### config.mk
export PLATFORM = sky130hd
export DESIGN_NAME = minterm_lister_flat
export DESIGN_NICKNAME = d
export VERILOG_FILES = /design/src/rtl/minterm_pkg.sv /design/src/rtl/minterm_lister_if.sv /design/src/rtl/minterm_popcount.sv /design/src/rtl/minterm_lister.sv /design/src/flat_wrapper.sv
export SDC_FILE = /design/constraint.sdc
export NUM_CORES = 1
export LEC_CHECK = 0
export CAP_MARGIN = 20
export CORE_MARGIN = 1.5
export CORE_UTILIZATION = 30
export DETAILED_ROUTE_END_ITERATION = 10
export GPL_TIMING_DRIVEN = 0
export PLACE_DENSITY_LB_ADDON = 0.2
export SLEW_MARGIN = 30
export SYNTH_ARGS = -nofsm -noshare
export SYNTH_HDL_FRONTEND = slang
export SYNTH_SLANG_ARGS = --single-unit
### constraint.sdc
create_clock -name clk -period 2.8 [get_ports clk]
set_clock_uncertainty 0.05 [all_clocks]
set_input_delay 0.42 -clock clk [delete_from_list [all_inputs] [get_ports clk]]
set_output_delay 0.42 -clock clk [all_outputs]
set_load 0.05 [all_outputs]
### src/rtl/minterm_pkg.sv
// Shared types and helpers for the minterm lister: the FSM state encoding
// and the "no higher set bit" test used to flag the final minterm.
package minterm_pkg;

    localparam int N_VARS_DEFAULT = 4;

    typedef enum logic [1:0] {
        IDLE,
        SCAN,
        EMIT,
        DONE
    } state_t;

    // True when no bit of tt above position idx is set; sized for the widest legal table (N_VARS=6).
    function automatic logic none_above(input logic [63:0] tt, input logic [5:0] idx);
        logic r;
        r = 1'b1;
        for (int i = 0; i < 64; i++) begin
            if ((i > int'(idx)) && tt[i]) begin
                r = 1'b0;
            end
        end
        return r;
    endfunction

endpackage

### src/rtl/minterm_lister_if.sv
// Truth-table load channel plus minterm output stream for the minterm lister.
// The slave modport is the lister itself; the master side is the table source and index sink.
interface minterm_lister_if
    import minterm_pkg::*;
#(
    parameter int N_VARS = N_VARS_DEFAULT
);
    localparam int TT_W = 2 ** N_VARS;

    logic              tt_valid;
    logic              tt_ready;
    logic [TT_W-1:0]   tt_data;
    logic              m_valid;
    logic              m_ready;
    logic [N_VARS-1:0] m_index;
    logic              m_last;
    logic [N_VARS:0]   m_count;
    logic              done;

    modport master (
        output tt_valid, tt_data, m_ready,
        input  tt_ready, m_valid, m_index, m_last, m_count, done
    );

    modport slave (
        input  tt_valid, tt_data, m_ready,
        output tt_ready, m_valid, m_index, m_last, m_count, done
    );

endinterface

### src/rtl/minterm_popcount.sv
// Combinational population count of a truth table; one extra output bit so
// that an all-ones table (count == TT_W) is representable.
module minterm_popcount #(
    parameter int N_VARS = 4
) (
    input  logic [2**N_VARS-1:0] tt,
    output logic [N_VARS:0]      count
);
    localparam int CW = N_VARS + 1;

    always_comb begin
        count = '0;
        for (int i = 0; i < 2 ** N_VARS; i++) begin
            count = count + CW'(tt[i]);
        end
    end

endmodule

### src/rtl/minterm_lister.sv
// Latches a truth table, scans it one bit per cycle and streams the indices of
// the set bits in ascending order, flagging the last one and pulsing done at the end.
module minterm_lister
    import minterm_pkg::*;
#(
    parameter int N_VARS = N_VARS_DEFAULT
) (
    input  logic          clk,
    input  logic          rst_n,
    minterm_lister_if.slave bus
);
    localparam int TT_W = 2 ** N_VARS;
    localparam logic [N_VARS-1:0] IDX_MAX = N_VARS'(TT_W - 1);

    state_t            state_q, state_d;
    logic [TT_W-1:0]   tt_q, tt_d;
    logic [N_VARS-1:0] idx_q, idx_d;
    logic              tt_ready_q, tt_ready_d;
    logic              m_valid_q, m_valid_d;
    logic [N_VARS-1:0] m_index_q, m_index_d;
    logic              m_last_q, m_last_d;
    logic [N_VARS:0]   m_count_q, m_count_d;
    logic              done_q, done_d;
    logic [N_VARS:0]   pop;

    minterm_popcount #(.N_VARS(N_VARS)) u_popcount (
        .tt    (bus.tt_data),
        .count (pop)
    );

    always_comb begin
        state_d    = state_q;
        tt_d       = tt_q;
        idx_d      = idx_q;
        tt_ready_d = tt_ready_q;
        m_valid_d  = m_valid_q;
        m_index_d  = m_index_q;
        m_last_d   = m_last_q;
        m_count_d  = m_count_q;
        done_d     = done_q;

        case (state_q)
            IDLE: begin
                if (bus.tt_valid && tt_ready_q) begin
                    tt_d       = bus.tt_data;
                    m_count_d  = pop;
                    idx_d      = '0;
                    tt_ready_d = 1'b0;
                    state_d    = SCAN;
                end
            end
            SCAN: begin
                if (tt_q[idx_q]) begin
                    m_valid_d = 1'b1;
                    m_index_d = idx_q;
                    m_last_d  = none_above(64'(tt_q), 6'(idx_q));
                    state_d   = EMIT;
                end else if (idx_q == IDX_MAX) begin
                    done_d  = 1'b1;
                    state_d = DONE;
                end else begin
                    idx_d = idx_q + 1'b1;
                end
            end
            EMIT: begin
                if (bus.m_ready) begin
                    m_valid_d = 1'b0;
                    m_last_d  = 1'b0;
                    if (m_last_q) begin
                        done_d  = 1'b1;
                        state_d = DONE;
                    end else begin
                        // A non-last emission guarantees a higher set bit, so idx cannot pass IDX_MAX.
                        idx_d   = idx_q + 1'b1;
                        state_d = SCAN;
                    end
                end
            end
            DONE: begin
                done_d     = 1'b0;
                tt_ready_d = 1'b1;
                state_d    = IDLE;
            end
            default: begin
                state_d    = IDLE;
                tt_ready_d = 1'b1;
            end
        endcase
    end

    always_ff @(posedge clk or negedge rst_n) begin
        if (!rst_n) begin
            state_q    <= IDLE;
            tt_q       <= '0;
            idx_q      <= '0;
            tt_ready_q <= 1'b1;
            m_valid_q  <= 1'b0;
            m_index_q  <= '0;
            m_last_q   <= 1'b0;
            m_count_q  <= '0;
            done_q     <= 1'b0;
        end else begin
            state_q    <= state_d;
            tt_q       <= tt_d;
            idx_q      <= idx_d;
            tt_ready_q <= tt_ready_d;
            m_valid_q  <= m_valid_d;
            m_index_q  <= m_index_d;
            m_last_q   <= m_last_d;
            m_count_q  <= m_count_d;
            done_q     <= done_d;
        end
    end

    assign bus.tt_ready = tt_ready_q;
    assign bus.m_valid  = m_valid_q;
    assign bus.m_index  = m_index_q;
    assign bus.m_last   = m_last_q;
    assign bus.m_count  = m_count_q;
    assign bus.done     = done_q;

endmodule

### src/flat_wrapper.sv
// flat-port wrapper written by rule: the top's interface ports become plain ports
module minterm_lister_flat import minterm_pkg::*;
#(
    parameter int N_VARS = N_VARS_DEFAULT
)
  (clk, rst_n, bus_tt_valid, bus_tt_data, bus_m_ready, bus_tt_ready, bus_m_valid, bus_m_index, bus_m_last, bus_m_count, bus_done);
  minterm_lister_if #(.N_VARS(N_VARS)) bus_i ();
  input  logic clk;
  input  logic rst_n;
  input wire logic [$bits(bus_i.tt_valid)-1:0] bus_tt_valid;
  input wire logic [$bits(bus_i.tt_data)-1:0] bus_tt_data;
  input wire logic [$bits(bus_i.m_ready)-1:0] bus_m_ready;
  output wire logic [$bits(bus_i.tt_ready)-1:0] bus_tt_ready;
  output wire logic [$bits(bus_i.m_valid)-1:0] bus_m_valid;
  output wire logic [$bits(bus_i.m_index)-1:0] bus_m_index;
  output wire logic [$bits(bus_i.m_last)-1:0] bus_m_last;
  output wire logic [$bits(bus_i.m_count)-1:0] bus_m_count;
  output wire logic [$bits(bus_i.done)-1:0] bus_done;
  assign bus_i.tt_valid = bus_tt_valid;
  assign bus_i.tt_data = bus_tt_data;
  assign bus_i.m_ready = bus_m_ready;
  assign bus_tt_ready = bus_i.tt_ready;
  assign bus_m_valid = bus_i.m_valid;
  assign bus_m_index = bus_i.m_index;
  assign bus_m_last = bus_i.m_last;
  assign bus_m_count = bus_i.m_count;
  assign bus_done = bus_i.done;
  minterm_lister #(.N_VARS(N_VARS)) u_core (.clk(clk), .rst_n(rst_n), .bus(bus_i));
endmodule
==> run summary <==
Initial DRC count - 99
Fraction of the cycle the final worst path needs - 118%
Peak supply drop - 0.469 mV
IO Pins - 33
Share of cells above drive strength 1 - 24.1%
Crit path time final - 3.30 ns
# nets final - 307
Root Buffer - clkbuf_8
Hold path depth - 2
CTS tree - built
Core area - 7290 µm²
Vias per cell - 4.86
Aggregate global-route resource usage - 13.5%
Reg2Reg Depth - 6
Layout area overhead - 25.2%
Top cell type's share of synthesized area - 37.3%
Failing checks - setup timing
First-pass GRT wire length - 8740 µm
GP Congestion - 0.796
Setup TNS - -2.15 ns
I/O Buffers - 32
Syn_area_per_cell - 10.3 µm²
R2r setup slk - 0.39 ns
Overall Power - 3.25 mW
Number of global-route vias before repair - 1765
Max FO, Critical Path - 2
Clock power share - 12.1%
Switching share of total power - 45.0%
Worst skew pair latency - 0.29 ns
Die W - 90.2 µm
Min-delay src - bus_tt_data[15]
Starting Density - 31.3%
Type of element capturing the critical path - flip-flop
Util after Layout - 39.2%
R2R Path Start - u_core.idx_q[1]
Die area - 8140 µm²
Worst Setup Start Kind - input port
Detailed Route WL - 5140 µm
Final setup fails - 5
Netlist cell types - 43
Sequential share of power - 28.4%
Critical Path RT - 2.91 ns
Post-synthesis sequential area ratio - 38.4%
ANT cells - 0
Yosys warns - 0
Power Density - 1140 nW/µm²
WHS Endpoint - u_core.tt_q[15]
Antenna violations before repair - 0
Antenna Violating Nets Remaining - 0
NetSw - 1.46 mW
Leakage - 1.27 nW
FF-to-FF End - u_core.bus.m_index[2]
Drt pass-1 iters - 4
Fin. max-slew vios - 0
Worst-Margin Slew - 0.800 ns
RSZ-0062 raised after global routing - yes
Global route overflow - 0
Setup slack after layout - -0.504 ns
Largest net degree at the start of global routing - 28
Hold Vio Cnt, Final - 0
Slew margin rel. - 46.6%
CTS Buf Count - 5
DRC Markers - 0
Fin Hold WS - 0.312 ns
Synth Flop Type - dfrtp_1
Comb pwr share - 59.5%
Wirelength per Cell - 14.1 µm
EDFF count, synth - 0
Synth Cell Area - 2280 µm²
Async S/R FF share, synth - 100%
Synthesized Nets - 264
Post-synthesis register bit count - 35
Row count - 31
Synth area leaders - dfrtp_1 (37%), mux2_2 (10%), fa_1 (8.8%)
Crit path DAT - 3.42 ns
Die Y - 90.2 µm
Num Clock Sinks - 35
Cell Int Power - 1.79 mW
H-Tree Depth - 2
Hold WC Path Type - in2reg
Max-cap violations - 0
Cell taking the most area after synthesis - dfrtp_1
Cells after synthesis - 222
Dpl hpwl - 3950 µm
Critical path type - in2reg
Fmax - 303 MHz
Worst-path clk slew - 0.08 ns
Run status - finished with violations
Routed vias - 1775
Max clock buf depth - 2
routing by layer:
metal / up-vias / track usage [%] / routed length [µm]
met5: - / 0 / 0
met2: 42 / 20.5 / 2330
met3: 7 / 2.79 / 187
met1: 861 / 19.0 / 2550
met4: 0 / 4.76 / 70
li1: 865 / - / -
worst max path at each step:
| stage | start | end | slack [ns] | cells after the start |
|---|---|---|---|---|
| after floorplan | bus_tt_data[3] | u_core.bus.m_count[3] | -0.61 | 11 |
| after global placement | bus_tt_data[3] | u_core.bus.m_count[3] | -1.23 | 12 |
| after detailed placement | bus_tt_data[0] | u_core.bus.m_count[3] | -1.23 | 12 |
| after CTS | bus_tt_data[15] | u_core.bus.m_count[4] | -0.67 | 15 |
| after global routing | bus_tt_data[11] | u_core.bus.m_count[3] | -0.64 | 14 |
| final | bus_tt_data[11] | u_core.bus.m_count[3] | -0.50 | 14 |
worst max-delay path, stage by stage:
cell and delay (ns):
buf_6 0.10, fa_1 0.53, inv_1 0.05, fa_1 0.49, inv_2 0.04, fa_1 0.49, inv_2 0.04, fa_2 0.52
inv_2 0.04, ha_4 0.15, a21o_1 0.16, a21oi_2 0.14, xor2_1 0.17, o21ai_1 0.07
state kept, by name (all words and copies together), names as in the netlist:
register and cells:
u_core.bus.tt_ready 1, u_core.bus.m_last 1, u_core.bus.m_valid 1, u_core.idx_q 4, u_core.bus.done 1, u_core.bus.m_count 5
u_core.bus.m_index 4, u_core.tt_q 16, u_core.state_q 2
area by class of cell:
class	count	area (µm²)
fillers	760	4440
multi-input cells	153	1290
flip-flops and latches	35	877
repair buffers	36	328
well taps	99	124
inverters	26	97.6
clock buffers	7	86.3
plain buffers	8	45.0
clock inverters	1	5.00
synthesized netlist by cell type (all sizes together) (3+ instances only):
library cell / number
a21oi: 7
a222oi: 3
a31oi: 5
buf: 3
clkbuf: 5
dfrtp: 34
fa: 10
ha: 12
inv: 26
mux2: 22
mux2i: 3
nand2: 21
nand3: 7
nor2: 9
nor2b: 3
o21ai: 23
through the flow:
step	cell area, µm²	setup WS [ns]	std cells
2_1_floorplan	2310	-0.612	222
3_3_place_gp	2750	-1.23	353
3_5_place_dp	2770	-1.23	354
4_1_cts	2860	-0.666	364
5_1_grt	2860	-0.638	365
6_report	2860	-0.504	365
repair_timing:
action | 4_1_cts | 5_1_grt
gates cloned | 0 | 0
hold endpoints to repair | 8 | 0
resized for setup | 28 | 11
endpoints found under the setup margin | 5 | 5
pin swaps | 12 | 14
setup buffers | 1 | 1
hold buffers | 1 | 0
power groups by stage:
stage	Combinational [mW]	Clock (mW)	Sequential (mW)
global route	2.15	0.421	0.959
detailed placement	1.89	0	0.934
CTS	1.92	0.399	0.925
finish	1.93	0.392	0.924
global placement	1.89	0	0.925
floorplan	1.21	0	1.11
layout by cell type, fill, tap and decap left out, types with 2 or more instances in the layout:
cell,count
buf_6,3
nand3_1,7
clkbuf_2,5
o21ai_1,5
nand2_1,21
clkbuf_8,6
clkdlybuf4s50_1,22
ha_1,11
o211ai_1,2
nor2b_1,3
mux2_4,2
clkbuf_1,6
mux2_2,20
inv_1,22
dfrtp_1,34
mux2i_1,3
a21oi_1,6
inv_2,4
buf_2,3
a31oi_1,5
a221oi_1,2
or3_1,2
nand2b_1,2
xor2_1,2
nor2_1,8
buf_4,4
fa_1,7
fa_2,3
o21ai_0,17
o41ai_2,2
a222oi_1,3
cells by family (layout without fill, tap and decap cells):
kind of cell             after synthesis  after routing  synth area share, %
flip-flops                            35             35                 38.4
AO/OA/AOI/OAI                         56             56                 17.0
adder cells (fa/ha/maj)               23             23                 15.8
XOR/XNOR                               2              2                0.768
AND/OR/NAND/NOR                       47             47                 9.43
multiplexers                          25             25                 12.3
buffers and inverters                 34             78                 6.25
(Power assumes the default switching activity.)
